<file path="src/rtl/qif_neuron_scheduler.sv">
// Time-multiplexes one shared QIF update datapath across N_NEURONS virtual neurons.
// Each tick sweeps every neuron in index order and reports the resulting spike vector.
module qif_neuron_scheduler #(
  parameter int unsigned N_NEURONS = 4,
  parameter int unsigned IDXW      = 2,
  parameter logic [7:0]  V_TH      = 8'd200,
  parameter logic [7:0]  V_RESET   = 8'd0,
  parameter logic [7:0]  V_REST    = 8'd0
) (
  input  logic                 clk,
  input  logic                 rst_n,
  input  logic                 tick_i,
  input  logic                 cfg_we,
  input  logic [IDXW-1:0]      cfg_addr,
  input  logic [7:0]           cfg_bias,
  output logic                 dp_req,
  output logic [7:0]           dp_v,
  output logic [7:0]           dp_b,
  input  logic                 dp_ack,
  input  logic [7:0]           dp_v_next,
  output logic [N_NEURONS-1:0] spike_o,
  output logic                 spike_valid,
  output logic                 busy,
  output logic                 overrun,
  input  logic [IDXW-1:0]      v_mon_sel,
  output logic [7:0]           v_mon
);

  typedef enum logic [1:0] {StIdle, StReq, StNext, StDone} state_e;

  state_e               state_q, state_d;
  logic [IDXW-1:0]      idx_q, idx_d, idx_inc;
  logic [N_NEURONS-1:0] acc_q, acc_d, spike_q, spike_d;
  logic [7:0]           v_q [N_NEURONS];
  logic [7:0]           v_d [N_NEURONS];
  logic [7:0]           b_q [N_NEURONS];
  logic [7:0]           b_d [N_NEURONS];
  logic                 dp_req_q, dp_req_d;
  logic [7:0]           dp_v_q, dp_v_d, dp_b_q, dp_b_d;
  logic                 spike_valid_q, spike_valid_d;
  logic                 busy_q, busy_d;
  logic                 overrun_q, overrun_d;
  logic [7:0]           v_mon_q, v_mon_d;
  logic                 hit;
  logic                 last;

  assign idx_inc = idx_q + 1'b1;
  assign hit     = (dp_v_next >= V_TH);
  assign last    = (32'(idx_q) == N_NEURONS - 1);

  always_comb begin
    state_d       = state_q;
    idx_d         = idx_q;
    acc_d         = acc_q;
    spike_d       = spike_q;
    v_d           = v_q;
    b_d           = b_q;
    dp_req_d      = dp_req_q;
    dp_v_d        = dp_v_q;
    dp_b_d        = dp_b_q;
    spike_valid_d = 1'b0;
    busy_d        = busy_q;
    overrun_d     = overrun_q;
    v_mon_d       = (32'(v_mon_sel) < N_NEURONS) ? v_q[v_mon_sel] : 8'd0;

    // Bias writes land in any state; operands already latched are untouched.
    if (cfg_we && (32'(cfg_addr) < N_NEURONS)) begin
      b_d[cfg_addr] = cfg_bias;
    end

    if (tick_i && (state_q != StIdle)) begin
      overrun_d = 1'b1;
    end

    unique case (state_q)
      StIdle: begin
        if (tick_i) begin
          state_d  = StReq;
          idx_d    = '0;
          acc_d    = '0;
          dp_v_d   = v_q[0];
          dp_b_d   = b_q[0];
          dp_req_d = 1'b1;
          busy_d   = 1'b1;
        end
      end
      StReq: begin
        if (dp_ack) begin
          dp_req_d = 1'b0;
          if (hit) begin
            v_d[idx_q]   = V_RESET;
            acc_d[idx_q] = 1'b1;
          end else begin
            v_d[idx_q] = dp_v_next;
          end
          if (last) begin
            state_d       = StDone;
            spike_d       = acc_d;
            spike_valid_d = 1'b1;
          end else begin
            state_d = StNext;
          end
        end
      end
      StNext: begin
        idx_d    = idx_inc;
        dp_v_d   = v_q[idx_inc];
        dp_b_d   = b_q[idx_inc];
        dp_req_d = 1'b1;
        state_d  = StReq;
      end
      StDone: begin
        busy_d  = 1'b0;
        state_d = StIdle;
      end
      default: state_d = StIdle;
    endcase
  end

  always_ff @(posedge clk or negedge rst_n) begin
    if (!rst_n) begin
      state_q       <= StIdle;
      idx_q         <= '0;
      acc_q         <= '0;
      spike_q       <= '0;
      for (int i = 0; i < int'(N_NEURONS); i++) begin
        v_q[i] <= V_REST;
        b_q[i] <= 8'd0;
      end
      dp_req_q      <= 1'b0;
      dp_v_q        <= 8'd0;
      dp_b_q        <= 8'd0;
      spike_valid_q <= 1'b0;
      busy_q        <= 1'b0;
      overrun_q     <= 1'b0;
      v_mon_q       <= 8'd0;
    end else begin
      state_q       <= state_d;
      idx_q         <= idx_d;
      acc_q         <= acc_d;
      spike_q       <= spike_d;
      v_q           <= v_d;
      b_q           <= b_d;
      dp_req_q      <= dp_req_d;
      dp_v_q        <= dp_v_d;
      dp_b_q        <= dp_b_d;
      spike_valid_q <= spike_valid_d;
      busy_q        <= busy_d;
      overrun_q     <= overrun_d;
      v_mon_q       <= v_mon_d;
    end
  end

  assign dp_req      = dp_req_q;
  assign dp_v        = dp_v_q;
  assign dp_b        = dp_b_q;
  assign spike_o     = spike_q;
  assign spike_valid = spike_valid_q;
  assign busy        = busy_q;
  assign overrun     = overrun_q;
  assign v_mon       = v_mon_q;

endmodule

</file>
<file path="config.mk">
export PLATFORM = sky130hd
export DESIGN_NAME = qif_neuron_scheduler
export DESIGN_NICKNAME = d
export VERILOG_FILES = /design/src/rtl/qif_neuron_scheduler.sv
export SDC_FILE = /design/constraint.sdc
export NUM_CORES = 1
export LEC_CHECK = 0
export ABC_AREA = 1
export ABC_CLOCK_PERIOD_IN_PS = 2600
export CAP_MARGIN = 10
export CORE_ASPECT_RATIO = 0.5
export CORE_MARGIN = 3
export CORE_UTILIZATION = 55
export DETAILED_ROUTE_END_ITERATION = 10
export PLACE_DENSITY_LB_ADDON = 0.1
export SLEW_MARGIN = 20
export SYNTH_ARGS = -nofsm -noshare
export SYNTH_HDL_FRONTEND = slang
export SYNTH_SLANG_ARGS = --single-unit
</file>
<file path="constraint.sdc">
create_clock -name clk -period 2.6 [get_ports clk]
set_input_delay 0.52 -clock clk [delete_from_list [all_inputs] [get_ports clk]]
set_output_delay 0.52 -clock clk [all_outputs]
set_load 0.005 [all_outputs]
</file>
Word-level counts from Yosys, hierarchy flattened
Cells that the tools add are included.

storage, ports and cells
  register bits after elaboration = 104
  input port bits = 25

cells by class
  reduce and logical (&&, ||, !) cells = 17
  add/sub/neg operators = 1
  bitwise logic cells = 7
  $lt $le $gt $ge = 9
  mux-type cells = 39
  equal/unequal tests = 6

operators by type and width
  cell                count
  $mux 8              10
  $bwmux 32           2
  $bmux 8 s2          3
  $and 32x32->32      1
  $demux 8 s2         2
  $mux 32             1
  $not 32->32         1
  $pmux 8 s2          2
  $ge 3x3->1 const B  4
  $mux 4              3
  $not 2->3           4
  $reduce_and 3->1    3
  $ge 8x8->1 const B  1
  $pmux 2 s4          1
  $pmux 4 s2          1
  $reduce_and 2->1    4
  $reduce_bool 2->1   4
  $mux 1              7
  $eq 2x2->1 const B  3
  $lt 3x1->1 const B  2
  $mux 2              3
  $logic_and 1x1->1   4
  $ne 2x2->1 const B  2
  $or 4x4->4          1
  other kinds (10)    10

Longest topological paths before layout
Gate-level depths: netlist (run 1).

  depth after elaboration = 8
  depth in mapped cells = 11
  depth with buffers taken out = 7

Worst setup path after synthesis (run 1)
Ideal clock, no wire load.

  path type = reg-to-reg
  start = reg idx_q[0]
  end = reg dp_v_q[3] (netlist: dp_v[3])
  slack = 0.724 ns
  library setup time = 0.116 ns
  period minus slack after synthesis = 1.876 ns
  arrival = 1.760 ns
  stages on the path, launching flop included = 12
  cell sequence = dfrtp_1 buf_2 inv_1 buf_2 ha_1 buf_2 clkinv_1 buf_2 nand3_1 nand2_1 nand2_1 nand2_1

on the way
  cells in the longest elaborated chain, start to end = 6

RTL lines
  what                                        RTL line  text
  from (decl)                                 32        logic [IDXW-1:0] idx_q, idx_d, idx_inc;
  from (signal assigned)                      139       idx_q <= idx_d;
  $add 2x1->2                                 47        assign idx_inc = idx_q + 1'b1;
  $not 2->3 (not written as such)             107       dp_v_d = v_q[idx_inc];
  $bmux 8 s2                                  107
  $mux 8 (not written as such) (2 in series)  107
  $pmux 8 s2                                  75        unique case (state_q)
  to (signal assigned)                        145       dp_v_q <= dp_v_d;
  to (decl)                                   39        logic [7:0] dp_v_q, dp_v_d, dp_b_q, dp_b_d;

No other way between the ends. The select of a mux whose other input is x is not followed.
A chain may end at the register's enable or synchronous reset.

Worst setup path in the final report (run 1)
Same ends and word-level chain as after synthesis.

==> results.cfg, run 1 <==
[logic_synthesis]
synth_top_area_share_pct = 51.12
syn_avg_cell_area_um2 = 7.644
yosysSeqAreaShare_pct = 51.12
synth_area_leaders = dfrtp_1 (51%), nand2_1 (20%), inv_1 (6.2%)
synth.distinct_cells = 22
synth-seq-cells = 104
synth_cells = 666
yosys.area.top_type = dfrtp_1
yosysWarnings = 0
syn_area_um2 = 5091
syn-num-nets = 695

[cts]
cts_buffers = 9
cts.sinks = 104
clockBufferDepth = 2
clock_latency_ns = 0.35
cts-resized-gates = 0
postCtsHoldBufs = 0
cts_setup_buffers = 0
clkTransAtPathRegs_ns = 0.07
root_buffer = clkbuf_16
ctsHtreeMaxLevel = 3
cts_tree = yes

[setup_path]
crit_path_end_kind = flip-flop
crit_path_start_kind = flip-flop
timing.rr.end = dp_v[3]
cp_cell_sequence = inv_1 > buf_4 > ha_1 > clkinv_1 > nand3_1 > nand2_1 > nand2_1 > nand2_1
cp.required_ns = 2.83
setup.worst_path.start = idx_q[0]
critPathMaxStageDelay_ns = 0.44
crit_type = reg -> reg
rr_startpoint = idx_q[0]
cp_slowest_cell = clkinv_1
critPathArrivalTime_ns = 2.19
cp-endpoint = dp_v[3]
crit_path_frequent_cell = nand2_1
rrSetupSlack_ns = 0.64
cp_max_fo = 18
r2r_cells = 8

[sta]
rsz0062_at_grt = no
worst_slew_pin_slew_ns = 0.5428
max_slew_margin_pct = 63.59
finalHoldViolCount = 0
setup_viol = 0
fin_crit_ns = 1.960
tns_ns = 0
drv_slew = 0
period_share_pct = 75.39
hold_ws_ns = 0.1195
skew_ns = 0.009798
max_freq_mhz = 510.2

[drt]
wl_per_cell_um = 14.18
via_per_inst = 5.194
drtAntennaViolNets = 0
drt_wl_total_mm = 11.91
num_vias = 4363
drc_errors = 0
drtIter0Drc = 410
dr.pass1.iters = 5

[grt]
grt_pass1_wl_mm = 19.98
grt_max_degree = 52
grt_pass1_vias = 4104
antenna_found_initial = 0
grt.total_usage_pct = 23.92
grt_overflow_total = 0

[die]
row_count = 24
initial_utilization_pct = 57.47
die_area_um2 = 10520
chipWidth_um = 142.1
io_pins = 57
core_um2 = 8859
die_y_um = 74.03

[pwr]
p_sw_share_pct = 39.33
p_leak_nw = 3.205
pwr-share-comb_pct = 39.6
clkPwrFrac_pct = 20.5
powerDensity_nw_per_um2 = 1025
internal-power_mw = 3.742
irDropWorstVdd_v = 0.0004657
power_frac_seq_pct = 39.9
switching_power_mw = 2.426

[placement]
port_buffers = 56
dpl-instance-area_um2 = 5748
dpl.hpwl_mm = 8.282
place.gp.congestion = 0.9680

[layout]
fin_area_um2 = 6021
fin_nets = 747
insertedDiodeCount = 0
n_fill_cell = 761
syn2layout_area_growth_pct = 18.26
utilization_pct = 67.97
drive_above_1_share_pct = 6.916

[min_path]
min_path_type = in -> async

[status]
status = complete, no violations

[job]
cap_violations = 0
==> sequential cells by signal (all words and copies together) (netlist names), 2 cells and up <==
register and cells:
dp_v 8, acc_q 4, state_q 2, v_q 32, dp_b 8, v_mon 8
spike_o 4, b_q 32, idx_q 2
==> power by group through the flow <==
stage	logic [mW]	clock network, mW	registers [mW]
after global routing	2.79	1.35	2.51
final	2.45	1.26	2.46
after global placement	2.37	0	2.46
after floorplan	1.63	0	2.38
after CTS	2.45	1.28	2.45
after detailed placement	2.44	0	2.47
==> cell families after synthesis <==
kind of cell / synth area share, %
adders and majority gates: 0.9831
DFF: 51.12
and+or+nand+nor: 28.46
AOI/OAI and AO/OA: 10.22
buffers and inverters: 9.216
==> worst max-delay path, delay by kind of cell, from the launching register on <==
kind | cells | cell delay, ns
DFF | 1 | 0.37
and+or+nand+nor | 4 | 0.44
buffers and inverters | 3 | 0.72
adders and majority gates | 1 | 0.32
==> how the worst min path moves through the flow <==
stage | depth (start not counted) | slack (ns) | end | start
after floorplan | 0 | 0.22 | acc_q[0] | rst_n
after global placement | 2 | 0.45 | overrun | overrun
after detailed placement | 2 | 0.45 | overrun | overrun
after CTS | 1 | 0.12 | v_q[14] | rst_n
after global routing | 1 | 0.14 | v_q[14] | rst_n
final | 1 | 0.12 | v_q[14] | rst_n
==> Yosys cell counts <==
| library cell | instances |
|---|---|
| o21ai_2 | 12 |
| nor2_8 | 1 |
| buf_2 | 9 |
| nand3_1 | 43 |
| clkbuf_1 | 11 |
| clkinv_1 | 1 |
| inv_1 | 84 |
| dfrtp_1 | 104 |
| nand2_4 | 4 |
| nand4_1 | 4 |
| o21ai_0 | 62 |
| nor2_1 | 25 |
| a21oi_1 | 6 |
| buf_4 | 2 |
| nor2_4 | 2 |
| nand3_2 | 1 |
| ha_1 | 4 |
| inv_2 | 4 |
| o21ai_1 | 5 |
| nand2_1 | 271 |
| o22ai_1 | 8 |
| buf_6 | 3 |
==> placed cells by master, fill, tap and decap left out, drive strengths merged, types with 4 or more instances in the layout <==
cell,n
o21ai,79
a21oi,6
nand2,275
ha,4
clkdlybuf4s50,55
nand3,44
dfrtp,104
nor2,28
buf,11
clkbuf,10
inv,90
nand4,4
clkinv,4
o22ai,8
==> per-stage QoR <==
step	std cells	power, mW	setup slack (ns)
6_report	840	6.169	0.6398
3_5_place_dp	824	4.912	0.6221
5_1_grt	840	6.656	0.4612
4_1_cts	840	6.187	0.6608
3_3_place_gp	824	4.833	0.6645
2_1_floorplan	666	4.014	0.7242
==> routing by layer <==
layer | GRT usage [%] | up-vias | share of wire (%)
li1 | - | 2166 | -
met1 | 33.43 | 2040 | 47
met2 | 37.81 | 144 | 44
met3 | 6.101 | 13 | 7.6
met4 | 6.489 | 0 | 0.81
met5 | 0 | - | 0
==> final cells by class <==
type | instances | area, µm² | area share, %
Multi-Input combinational cell | 448 | 2019 | 33.54
Timing Repair Buffer | 66 | 645.6 | 10.72
Sequential cell | 104 | 2603 | 43.23
Inverter | 89 | 334.1 | 5.549
Tap cell | 117 | 146.4 | 2.431
Clock buffer | 10 | 229.0 | 3.803
Clock inverter | 6 | 43.79 | 0.7273
No activity file was read; power rests on OpenSTA's default activity.
==> inputs of run 2 (changes only) <==
Settings changed: ABC_CLOCK_PERIOD_IN_PS 2600 to 1600, CORE_UTILIZATION 55 to 51.
Clock period 2.6 ns to 1.6 ns, I/O delays scaled along.
==> results.cfg, run 2 (same netlist as run 1, synthesis figures left out) <==
[status]
status = complete, no violations

[setup_path]
crit_path_start_kind = flip-flop
timing.rr.end = dp_b[7]
rrSetupSlack_ns = 0.12
cp_cell_sequence = clkdlybuf4s50_1
cp.required_ns = 1.28
crit_path_end_kind = output port
path_delay_family = buffers and inverters
critPathArrivalTime_ns = 1.22
rr_startpoint = idx_q[0]
cp_slowest_cell = clkdlybuf4s50_1
r2r_cells = 7
cp_max_fo = 2
crit_type = reg -> out
critPathMaxStageDelay_ns = 0.51
crit_buf_inv = 1

[die]
chipWidth_um = 147.3
io_pins = 57
die_area_um2 = 11290
core_um2 = 9572
initial_utilization_pct = 53.19
row_count = 25
die_y_um = 76.65

[sta]
tns_ns = 0
fin_ws_ns = 0.06222
rsz0062_at_grt = no
skew_ns = 0.007716
fin_crit_ns = 1.538
max_slew_margin_pct = 73.33
period_share_pct = 96.11
finalHoldViolCount = 0
max_freq_mhz = 650.3
setup_viol = 0
worst_slew_pin_slew_ns = 0.3996
drv_slew = 0

[cts]
clockBufferDepth = 2
clkTransAtPathRegs_ns = 0.07
root_buffer = clkbuf_16
clock_latency_ns = 0.35
cts_buffers = 9
cts_tree = yes
cts_setup_buffers = 0
ctsHtreeMaxLevel = 3
cts.sinks = 104

[drt]
dr.pass1.iters = 7
drtIter0Drc = 415
drt_wl_total_mm = 12.13
drtAntennaViolNets = 0
wl_per_cell_um = 13.86
drc_errors = 0
via_per_inst = 4.992
num_vias = 4368

[pwr]
powerDensity_nw_per_um2 = 1659
irDropWorstVdd_v = 0.0007372
p_leak_nw = 3.331

[min_path]
min_path_type = in -> async

[grt]
grt.total_usage_pct = 23.06
grt_overflow_total = 0
grt_pass1_vias = 4071
grt_pass1_wl_mm = 20.80
grt_max_degree = 55
antenna_found_initial = 0

[placement]
dpl.hpwl_mm = 8.677
port_buffers = 56
pre_cts_ws_ns = -0.02110
dpl.cell_count = 861
place.gp.congestion = 0.8991

[job]
cap_violations = 0

[layout]
drive_above_1_share_pct = 9.459
n_fill_cell = 859
insertedDiodeCount = 0
stdcell_count = 875
top_regs = b_q: 32 flops, v_q: 32 flops
mostFrequentLayoutCells = nand2_1 (271), dfrtp_1 (104), inv_1 (83)
fin_nets = 767
syn2layout_area_growth_pct = 23.32
final_common_cell = nand2_1
run 2: cell count changes in the layout (fill, tap and decap cells not counted), moves of 2 or more:
| cell | delta |
|---|---|
| inv_6 | -2 |
| buf_4 | +15 |
| buf_12 | +4 |
| bufinv_16 | +2 |
run 2: area by class of cell:
type	instances	area [µm²]	area share, %
clock buffer	9	225.2	3.587
tap	135	168.9	2.690
timing repair buffer	86	848.3	13.51
multi-input combinational	448	2022	32.20
clock inverter	4	72.57	1.156
sequential	104	2603	41.45
inverter	89	339.1	5.401
run 2: stage by stage:
stage / hold slack [ns] / power, mW / util (%) / instance area, µm²
after global placement: 0.2149 / 8.022 / 62.35 / 5968
after CTS: 0.3959 / 10.43 / 65.57 / 6276
after global routing: 0.4337 / 11.23 / 65.59 / 6279
after detailed placement: 0.2159 / 8.136 / 62.35 / 5968
final: 0.4090 / 10.41 / 65.59 / 6279
after floorplan: 0.02441 / 6.649 / - / 5122
run 2: what timing repair did:
| action | 4_1_cts | 5_1_grt |
|---|---|---|
| resized for setup | 0 | 1 |
| setup endpoints to repair | 0 | 5 |
| hold endpoints to repair | 15 | 0 |
| hold buffers | 1 | 0 |
run 2: worst max-delay path by stage:
stage	start	end	slack (ns)	cells past startpoint
after floorplan	idx_q[0]	dp_v[3]	0.02	11
after global placement	dp_v_next[6]	v_q[2]	0.0007	6
after detailed placement	dp_v_next[3]	v_q[18]	-0.02	6
after CTS	dp_b[2]	dp_b[2]	0.04	1
after global routing	idx_q[0]	dp_v[5]	0.002	7
final	dp_b[2]	dp_b[2]	0.06	1
run 2: metal layers:
layer	up-vias	track usage (%)	routed length, µm
li1	2207	-	-
met1	2029	34.72	6096
met2	119	34.22	5138
met3	13	5.667	777
met4	0	4.647	114
met5	-	0	0
run 2: report_power, final:
| group | total [mW] | leakage [nW] | switching, mW | internal [mW] |
|---|---|---|---|---|
| Combinational | 4.09 | 1.88 | 2.35 | 1.74 |
| Clock | 2.26 | 0.143 | 0.923 | 1.34 |
| Sequential | 4.06 | 1.31 | 0.664 | 3.40 |
| Total | 10.4 | 3.33 | 3.94 | 6.48 |
==> RTL change: new RTL, settings of run 2 <==
Encoding of `state_e`: now one-hot (4 bits for 4 states).
--- a/src/rtl/qif_neuron_scheduler.sv
+++ b/src/rtl/qif_neuron_scheduler.sv
@@ -26,7 +26,7 @@
   output logic [7:0]           v_mon
 );
 
-  typedef enum logic [1:0] {StIdle, StReq, StNext, StDone} state_e;
+  typedef enum logic [3:0] {StIdle = 4'b0001, StReq = 4'b0010, StNext = 4'b0100, StDone = 4'b1000} state_e;
 
   state_e               state_q, state_d;
   logic [IDXW-1:0]      idx_q, idx_d, idx_inc;
Check against the original RTL: no difference found for any inputs over 4 cycles, from zero or initial values and one cycle with rst_n low; so few cycles prove little.
==> RTL change against run 2 <==
  * Sequential power is 7.4% lower
  * Final area up 7.1%
  * Core utilization rose by 2.9 points
  * Critical path type unchanged
  * Wire length up 9.6%
  * Sequential cell count up 2
  * Non-clock buffer count increased by 23
  * Worst setup slack worse by 0.010 ns
  * Largest power group unchanged
  * Synthesized area rose by 5.2%
  * Critical endpoint is now dp_v[2]
  * Power shrank 6.4%
==> RTL change: results (changes against run 2) <==
[global_routing]
gr-usage-met2_pct = 34.64  ; was 34.22%
grt_pass1_wl_mm = 22.16  ; was 20.80 mm
grt_usage_pct = 23.48  ; was 23.06%
met3_usage_pct = 6.459  ; was 5.667%
gr-usage-met1_pct = 34.79  ; was 34.72%
grt_pass1_vias = 4443  ; was 4071
grt_start_max_net_pins = 62  ; was 55

[drt]
drt_iter0_markers = 456  ; was 415
wl_per_cell_um = 14.25  ; was 13.86 µm
vias_per_cell = 5.076  ; was 4.992
drt_first_pass_iters = 5  ; was 7

[layout]
stdcell_count = 932  ; was 875
fill_cells = 853  ; was 859
regArea_mm2 = 0.002654  ; was 0.002603 mm²

[pwr]
p_switching_mw = 3.599  ; was 3.937 mW
seqPwrFrac_pct = 38.6  ; was 39.0%
worst_ir_drop_vdd_mv = 0.8053  ; was 0.7372 mV

[placed_design]
placed_cells = 911  ; was 861
place_congestion = 0.8872  ; was 0.8991
postPlaceCellArea_mm2 = 0.006332  ; was 0.005968 mm²
detailedPlace.worstSlack_ns = -0.07690  ; was -0.02110 ns

[yosys]
syn_nets = 732  ; was 695
synth_compound_area_share_pct = 10.30  ; was 10.22%
synthCells = 703  ; was 666
synth_area_leaders = dfrtp_1, nand2_1, inv_1, nand3_1, o21ai_0  ; was dfrtp_1, nand2_1, inv_1, o21ai_0, nand3_1
synth.distinct_cells = 28  ; was 22
synthTopCellsByCount = nand2_1, dfrtp_1, inv_1  ; unchanged

[sta]
worst_hold_slack_ns = 0.3587  ; was 0.4090 ns
max_freq_mhz = 645.9  ; was 650.3 MHz

[run_status]
status = completed  ; unchanged

[setup_path]
rrSetupSlack_ns = 0.07  ; was 0.12 ns

-- RTL change: layer usage --
layer | part of all wire (%) | routed length, µm
met1 | 48 | 6370
met2 | 43 | 5732
met3 | 8.4 | 1112
met4 | 0.53 | 70
met5 | 0 | 0
-- RTL change: final cells by class --
cell class	count	share of cell area, %
sequential	106	39.45
clock inverter	5	0.5766
timing repair buffer	109	15.31
multi-input combinational	466	32.89
inverter	100	5.655
clock buffer	11	3.609
tap	135	2.511
-- RTL change: worst paths after layout --
kind                                         to  depth (start not counted)                  from
max                                     dp_v[2]                          1   dp_v[2]$_DFFE_PN0P_
min                          v_mon[0]$_DFF_PN0_                          2                 rst_n
max reg2reg                idx_q[1]$_DFFE_PN0P_                          6  idx_q[0]$_DFFE_PN0P_
min reg2reg                 overrun$_DFFE_PN0P_                          1   overrun$_DFFE_PN0P_
max in group asynchronous   b_q[27]$_DFFE_PN0P_                          3                 rst_n
min in group clk            overrun$_DFFE_PN0P_                          1   overrun$_DFFE_PN0P_
